[src/rtl/lif_pkg.sv]
// Shared types, constants and arithmetic helper for the LIF time-multiplexed scheduler.
package lif_pkg;

    localparam int LIF_W_DEF  = 8;
    localparam int LIF_N_DEF  = 4;
    localparam int THRESH_RST = 127;

    typedef enum logic {
        S_IDLE = 1'b0,
        S_RUN  = 1'b1
    } lif_state_e;

    // Unsigned add of two values, clamped to the largest w-bit value (w <= 32).
    function automatic logic [31:0] sat_add(input logic [31:0] a,
                                            input logic [31:0] b,
                                            input int unsigned w);
        logic [32:0] sum;
        logic [31:0] lim;
        sum = {1'b0, a} + {1'b0, b};
        lim = (w >= 32) ? 32'hffff_ffff : ((32'd1 << w) - 32'd1);
        return (sum > {1'b0, lim}) ? lim : sum[31:0];
    endfunction

endpackage

[src/rtl/lif_tdm_scheduler_update.sv]
// Single-neuron leaky-integrate-and-fire update: halve the state, add the
// input current with saturation, fire and reset when the threshold is reached.
module lif_update
    import lif_pkg::*;
#(
    parameter int W = LIF_W_DEF
) (
    input  logic [W-1:0] cur,
    input  logic [W-1:0] state,
    input  logic [W-1:0] thresh,
    output logic [W-1:0] nxt_state,
    output logic         fire
);

    logic [31:0] sat;

    // Saturated sum never exceeds 2^W-1, so the upper bits only matter for the compare.
    assign sat       = sat_add(32'(cur), 32'(state >> 1), W);
    assign fire      = (sat >= 32'(thresh));
    assign nxt_state = fire ? '0 : sat[W-1:0];

endmodule

[src/rtl/lif_tdm_scheduler.sv]
// Sweeps all neurons through one shared LIF datapath per timestep and
// publishes the complete spike vector in a single cycle at the end of the sweep.
module lif_tdm_scheduler
    import lif_pkg::*;
#(
    parameter int N_NEURONS = LIF_N_DEF,
    parameter int W         = LIF_W_DEF,
    parameter int AW        = $clog2(N_NEURONS)
) (
    input  logic                 clk,
    input  logic                 rst_n,
    input  logic                 cur_we,
    input  logic [AW-1:0]        cur_addr,
    input  logic [W-1:0]         cur_data,
    input  logic [W-1:0]         thresh,
    input  logic                 start,
    output logic                 busy,
    output logic                 done,
    output logic [N_NEURONS-1:0] spikes,
    output logic [7:0]           step_count,
    input  logic [AW-1:0]        rd_addr,
    output logic [W-1:0]         rd_state
);

    lif_state_e            st;
    lif_state_e            st_nxt;
    logic [W-1:0]          state_q [N_NEURONS];
    logic [W-1:0]          cur_q   [N_NEURONS];
    logic [AW-1:0]         idx;
    logic [N_NEURONS-1:0]  spk_acc;
    logic [N_NEURONS-1:0]  acc_nxt;
    logic [W-1:0]          thresh_q;
    logic                  accept;
    logic                  last;
    logic [W-1:0]          upd_state;
    logic                  upd_fire;

    lif_update #(.W(W)) u_update (
        .cur       (cur_q[idx]),
        .state     (state_q[idx]),
        .thresh    (thresh_q),
        .nxt_state (upd_state),
        .fire      (upd_fire)
    );

    // FSM state register.
    always_ff @(posedge clk) begin
        if (!rst_n) st <= S_IDLE;
        else        st <= st_nxt;
    end

    // FSM next state: start only counts in IDLE; the last neuron ends the sweep.
    always_comb begin
        st_nxt = st;
        case (st)
            S_IDLE:  if (start) st_nxt = S_RUN;
            S_RUN:   if (last)  st_nxt = S_IDLE;
            default: st_nxt = S_IDLE;
        endcase
    end

    // FSM outputs and sweep qualifiers.
    always_comb begin
        busy   = (st == S_RUN);
        accept = (st == S_IDLE) && start;
        last   = (st == S_RUN) && (idx == AW'(N_NEURONS - 1));
    end

    // Accumulator with the neuron being processed this cycle merged in, so the
    // published vector includes the final neuron's bit.
    always_comb begin
        acc_nxt      = spk_acc;
        acc_nxt[idx] = upd_fire;
    end

    // Sweep datapath: index, state update, spike accumulation and publication.
    always_ff @(posedge clk) begin
        if (!rst_n) begin
            idx        <= '0;
            spk_acc    <= '0;
            thresh_q   <= W'(THRESH_RST);
            spikes     <= '0;
            done       <= 1'b0;
            step_count <= '0;
            for (int i = 0; i < N_NEURONS; i++) state_q[i] <= '0;
        end else begin
            done <= last;
            if (accept) begin
                thresh_q <= thresh;
                idx      <= '0;
                spk_acc  <= '0;
            end else if (busy) begin
                state_q[idx] <= upd_state;
                spk_acc      <= acc_nxt;
                idx          <= idx + AW'(1);
                if (last) begin
                    spikes     <= acc_nxt;
                    step_count <= step_count + 8'd1;
                end
            end
        end
    end

    // Current register file; a write to the neuron being processed lands after
    // the datapath has already consumed the old value.
    always_ff @(posedge clk) begin
        if (!rst_n) begin
            for (int i = 0; i < N_NEURONS; i++) cur_q[i] <= '0;
        end else if (cur_we) begin
            cur_q[cur_addr] <= cur_data;
        end
    end

    // Registered state readback (pre-update value on a same-cycle update).
    always_ff @(posedge clk) begin
        if (!rst_n) rd_state <= '0;
        else        rd_state <= state_q[rd_addr];
    end

endmodule

[config.mk]
export PLATFORM = sky130hd
export DESIGN_NAME = lif_tdm_scheduler
export DESIGN_NICKNAME = d
export VERILOG_FILES = /design/src/rtl/lif_pkg.sv /design/src/rtl/lif_tdm_scheduler_update.sv /design/src/rtl/lif_tdm_scheduler.sv
export SDC_FILE = /design/constraint.sdc
export NUM_CORES = 1
export LEC_CHECK = 0
export ABC_CLOCK_PERIOD_IN_PS = 6000
export BUFFER_PORTS_ARGS = -buffer_cell sky130_fd_sc_hd__buf_2
export CAP_MARGIN = 30
export CELL_PAD_IN_SITES_DETAIL_PLACEMENT = 0
export CELL_PAD_IN_SITES_GLOBAL_PLACEMENT = 2
export CORE_MARGIN = 2
export CORE_UTILIZATION = 30
export CTS_BUF_LIST = sky130_fd_sc_hd__clkbuf_8
export CTS_CLUSTER_SIZE = 10
export DETAILED_ROUTE_END_ITERATION = 8
export GPL_TIMING_DRIVEN = 0
export PLACE_DENSITY_LB_ADDON = 0.1
export SLEW_MARGIN = 20
export SYNTH_ARGS = -nofsm -noshare
export SYNTH_HDL_FRONTEND = slang
export SYNTH_HIERARCHICAL = 1
export SYNTH_SLANG_ARGS = --single-unit
[constraint.sdc]
create_clock -name clk -period 6 [get_ports clk]
set_input_delay 0.9 -clock clk [delete_from_list [all_inputs] [get_ports clk]]
set_output_delay 0.9 -clock clk [all_outputs]
set_load 0.02 [all_outputs]
==> qor.csv, run 1 <==
metric,value,unit
clk_pin_slew,100,ps
grt_max_degree,17,
ys_warn_count,6,
grt_setup_unrepaired,no,
critPathMaxFanout,10,
postCtsSetupBuffers,0,
r2r-end,state_q[3][5],
start_kind,register,
critPathRequiredTime,6150,ps
final-setup-viol-count,0,
p_comb_share,20.5,%
drive_above_1_share,20.7,%
cts_max_level,3,
antenna_found_initial,0,
avgSynthCellArea,12.2,um2
routedWlPerCell,17.9,um
io_buffers,42,
syn_nets,455,
placed_cells,676,
cts.sinks,101,
track_usage,14.9,%
clockBufferDepth,2,
clk_latency,380,ps
syn_area,0.00500,mm2
endpoint_kind,register,
dieWidth,133,um
ir_worst_vdd,0.0930,mV
worstMarginPinSlew,671,ps
reg2reg_setup_slack,750,ps
slew_headroom,55.0,%
holdPathEnd,thresh_q[7],
cts_resized,0,
clock-root-buffer,clkbuf_8,
criticalPathCategory,reg2reg,
fillCellCount,1697,
num_vias,3298,
ant_nets,0,
grt_pass1_vias,3370,
fin_cells,693,
drt_pass1_iterations,4,
overflow,0,
clock.fmax,0.190,GHz
drc_errors,0,
drv_slew,0,
min_period_over_period,87.6,%
maxCapViolCount,0,
power_frac_seq,51.7,%
hold_path_depth,2,
postSynthCellCount,410,
die-height,133,um
switching_share,29.8,%
pwr-share-clk,27.8,%
status,"complete, no violations",
wl,12400,um
dp_slack,774,ps
placed_area,0.00551,mm2
design_area,0.00571,mm2
io_pins,46,
switchingPower,0.458,mW
grt_pass1_wl,19500,um
core,0.0165,mm2
final_nets,513,
hold_viol_final,0,
rows,47,
cts_tree,done,
dp_hpwl,9040,um
rr_worst_depth,16,
worstPathArrival,5400,ps
drtIter0Drc,183,
finClkSkew,13.5,ps
syn_to_final_growth,14.1,%
hold_class,reg2reg,
internal_power,1.08,mW
place.gp.congestion,0.729,
hold_buffers,0,
dieArea,0.0177,mm2
vias_per_cell,4.76,
p_leak,2.28,nW
antenna-diode-count,0,
final.setup.tns,0,ps
power_density,269,mW/mm2
period_needed,5250,ps
worstHoldStart,thresh_q[7],
setup_ws,747,ps
cts_buffers,9,
initial_core_util,30.4,%
## metrics by stage
| stage | util (%) | total power, mW | hold WS [ps] |
|---|---|---|---|
| 3_3_place_gp | 33.3 | 1.12 | 455 |
| 5_1_grt | 34.7 | 1.63 | 489 |
| 3_5_place_dp | 33.5 | 1.13 | 450 |
| 2_1_floorplan | - | 1.02 | 436 |
| 6_report | 34.7 | 1.54 | 461 |
| 4_1_cts | 34.6 | 1.56 | 466 |
## flip-flops by register name, summed over array words and instances, names as in the netlist, 2 cells and up, named ones only
register,flops
spk_acc,3
state_q,32
step_count,8
idx,2
rd_state,8
cur_q,32
thresh_q,8
spikes,4
## critical path, cell delays in order (launching register included)
cell and delay [ps]:
dfxtp_1 330, clkbuf_1 400, buf_2 390, mux4_2 400, ha_1 280, fa_1 430, a21oi_2 230, o21ai_1 180
o311a_1 370, nor2_1 360, ha_1 190, nor2b_1 40, o21ai_0 240, a41oi_2 190, o21bai_2 520, o21ba_1 270
and3_1 180
## cells in the final DEF (no fill, tap or decap), drive strengths merged, types with 2 or more instances in the layout
master / count
a211oi: 5
a21o: 4
a21oi: 19
and2: 57
and3: 18
buf: 54
clkbuf: 22
clkinv: 4
dfxtp: 37
edfxtp: 64
ha: 20
inv: 13
mux2i: 4
mux4: 23
nand2: 33
nand2b: 9
nand3: 13
nor2: 12
nor2b: 11
nor3: 5
nor3b: 8
o21a: 3
o21ai: 8
o21bai: 2
o31ai: 3
or3: 3
or4: 3
xnor2: 3
## layout make-up
| type | count | area, um2 | share of cell area (%) |
|---|---|---|---|
| plain buffers | 18 | 83.8 | 1.47 |
| multi-input cells | 279 | 2210 | 38.8 |
| well taps | 220 | 275 | 4.82 |
| repair buffers | 47 | 238 | 4.17 |
| clock buffers | 11 | 151 | 2.65 |
| inverters | 12 | 45.0 | 0.789 |
| flip-flops and latches | 101 | 2660 | 46.7 |
| clock inverters | 5 | 35.0 | 0.614 |
## how the worst max path moves through the flow
| stage | startpoint | endpoint | depth (start not counted) |
|---|---|---|---|
| final | register | state_q[3][5] | 16 |
| after global routing | register | state_q[3][6] | 16 |
| after CTS | register | state_q[3][6] | 16 |
| after detailed placement | register | state_q[3][6] | 16 |
| after global placement | register | state_q[3][6] | 16 |
| after floorplan | register | state_q[3][5] | 16 |
## per-layer routing
layer	share of wire, %	wire length [um]	GRT usage [%]
met5	0	0	0
met4	2.4	295	6.80
met3	2.8	348	2.21
met2	46	5750	23.7
met1	49	6030	20.3
## power groups by stage
stage          sequential [mW]  clock, mW  combinational (mW)
6_report                 0.794      0.427               0.315
5_1_grt                  0.799      0.473               0.353
4_1_cts                  0.794      0.449               0.319
3_5_place_dp             0.811          0               0.317
3_3_place_gp             0.809          0               0.315
2_1_floorplan            0.810          0               0.214
(Power assumes the default switching activity.)
==> run 2, diff against run 1 <==
--- a/config.mk
+++ b/config.mk
@@ -10,6 +10,7 @@
 export CAP_MARGIN = 30
 export CELL_PAD_IN_SITES_DETAIL_PLACEMENT = 0
 export CELL_PAD_IN_SITES_GLOBAL_PLACEMENT = 2
+export CORE_ASPECT_RATIO = 0.8
 export CORE_MARGIN = 2
 export CORE_UTILIZATION = 30
 export CTS_BUF_LIST = sky130_fd_sc_hd__clkbuf_8
==> qor.csv, run 2 (synthesized netlist as in run 1, its figures left out) <==
metric,value,unit,change
criticalPathCategory,reg2reg,,
cts_tree,done,,
vias_per_cell,4.76,,about the same
period_needed,5200,ps,-54.4 ps
fillCellCount,1686,,-0.65%
drtIter0Drc,140,,-23%
drt_pass1_iterations,4,,unchanged
timing.critical_path.mode_cell,ha_1,,
hold_class,reg2reg,,
clk_pin_slew,100,ps,about the same
initial_core_util,30.4,%,+0.032 points
worstPathArrival,5460,ps,+60 ps
start_kind,register,,
dp_hpwl,9300,um,+2.9%
antenna_found_initial,0,,unchanged
die-height,119,um,-10%
finClkSkew,12.5,ps,-1.01 ps
syn_to_final_growth,14.2,%,about the same
cts.sinks,101,,unchanged
switching_share,29.7,%,-0.12 points
dieWidth,148,um,+11%
final_cell_mix,"64 x edfxtp_1, 57 x and2_1, 48 x buf_2",,
drv_slew,0,,unchanged
clockBufferDepth,2,,unchanged
grt_max_degree,17,,unchanged
cts_buffers,9,,unchanged
critPathMaxFanout,10,,unchanged
io_pins,46,,unchanged
power_frac_seq,51.0,%,-0.7 points
p_leak,2.28,nW,-0.16%
grt_pass1_vias,3452,,+2.4%
switchingPower,0.462,mW,+0.93%
grt_most_used_layer,met2,,
dieArea,0.0177,mm2,about the same
ir_worst_vdd,0.118,mV,+27%
slew_headroom,58.9,%,+3.9 points
final-setup-viol-count,0,,unchanged
internal_power,1.10,mW,+1.5%
routedWlPerCell,18.3,um,+2.1%
globalRouteMet1Util,21.8,%,+1.5 points
num_vias,3300,,+0.061%
grt_setup_unrepaired,no,,
overflow,0,,unchanged
grt_use_met3,3.75,%,+1.5 points
hold_buffers,0,,unchanged
endpoint_kind,register,,
crit_slowest_cell,nor3b_1,,
drive_above_1_share,20.7,%,-0.044 points
reg_top3,"cur_q: 32 flops, state_q: 32 flops",,
final_nets,514,,+0.19%
clock.fmax,0.192,GHz,+1.0%
hold_viol_final,0,,unchanged
grt_pass1_wl,20100,um,+3.0%
pwr-share-clk,28.7,%,+0.9 points
multiInputGateArea,0.00221,mm2,-0.23%
grt_use_met2,24.1,%,+0.41 points
core,0.0164,mm2,-0.11%
clk_latency,390,ps,about the same
maxCapViolCount,0,,unchanged
clock-root-buffer,clkbuf_8,,
critPathRequiredTime,6260,ps,+110 ps
path_cells,clkbuf_1 > buf_2 > mux4_2 > ha_1 > fa_1 > a21oi_2 > o21ai_1 > o311ai_4 > o21ai_0 > ha_1 > a21o_1 > a211o_1 > a41oi_2 > nor2_1 > nor3b_1 > and3_1,,
rows,42,,-11%
final_common_cell,edfxtp_1,,
antenna-diode-count,0,,unchanged
regArea,0.00266,mm2,unchanged
worstMarginPinSlew,612,ps,-59.0 ps
track_usage,15.5,%,+0.60 points
ant_nets,0,,unchanged
cts_max_level,3,,unchanged
place.gp.congestion,0.735,,+0.73%
io_buffers,42,,unchanged
status,"complete, no violations",,
fin_util,34.7,%,+0.067 points
final.setup.tns,0,ps,unchanged
critPathMaxStageDelay,500,ps,-20 ps
p_comb_share,20.4,%,about the same
cts_resized,0,,unchanged
power_density,273,mW/mm2,+1.3%
drc_errors,0,,unchanged
min_period_over_period,86.7,%,-0.91 points
postCtsSetupBuffers,0,,unchanged
wl,12700,um,+2.2%
## run 2: changes by cell type in the layout (fill, tap and decap cells not counted), sizes merged
cell / before / now
clkinv: 4 / 5
bufinv: 0 / 1
clkinvlp: 0 / 1
inv: 13 / 12
clkbuf: 22 / 21
## run 2: area by class of cell
type                       count  share of cell area (%)
inverter                      12                   0.789
buffer                        18                    1.47
timing repair buffer          48                    4.29
clock inverter                 7                    1.14
sequential                   101                    46.6
clock buffer                   9                    2.17
multi-input combinational    279                    38.7
tap                          220                    4.82
## run 2: final timing paths
kind                  start            end  depth (start not counted)  slack, ps
setup / recovery   register  state_q[3][6]                         16        800
hold / removal    spikes[3]      spikes[3]                          2        460
setup reg to reg   register  state_q[3][6]                         16        800
hold reg to reg   spikes[3]      spikes[3]                          2        460
## run 2: power by group through the flow
stage,Sequential [mW],Clock [mW],Combinational (mW)
final,0.793,0.446,0.317
after global routing,0.798,0.488,0.359
after CTS,0.794,0.463,0.324
after detailed placement,0.810,0,0.322
after global placement,0.808,0,0.319
after floorplan,0.810,0,0.214
## run 2: stage by stage
stage          power (mW)  hold slack, ps  std cells  worst slack [ps]  cell area (um2)
6_report             1.56             461        694               801             5710
3_5_place_dp         1.13             450        676               758             5510
3_3_place_gp         1.13             447        672               687             5490
5_1_grt              1.64             491        694               449             5710
4_1_cts              1.58             464        692               698             5700
2_1_floorplan        1.02             436        410              1750             5000
## run 2: worst max-delay path, delay by kind of cell, from the launching register on
kind | cells | cell delay [ps]
AO/OA/AOI/OAI | 7 | 1660
AND/OR/NAND/NOR | 3 | 810
multiplexers | 1 | 410
adder cells (fa/ha/maj) | 3 | 1100
buffers and inverters | 2 | 760
flip-flops | 1 | 320
## run 2: metal layers
layer	vias to the layer above	share of wire (%)
met5	-	0
met4	0	1.2
met2	45	45
met3	10	3.3
met1	1629	50
li1	1616	-
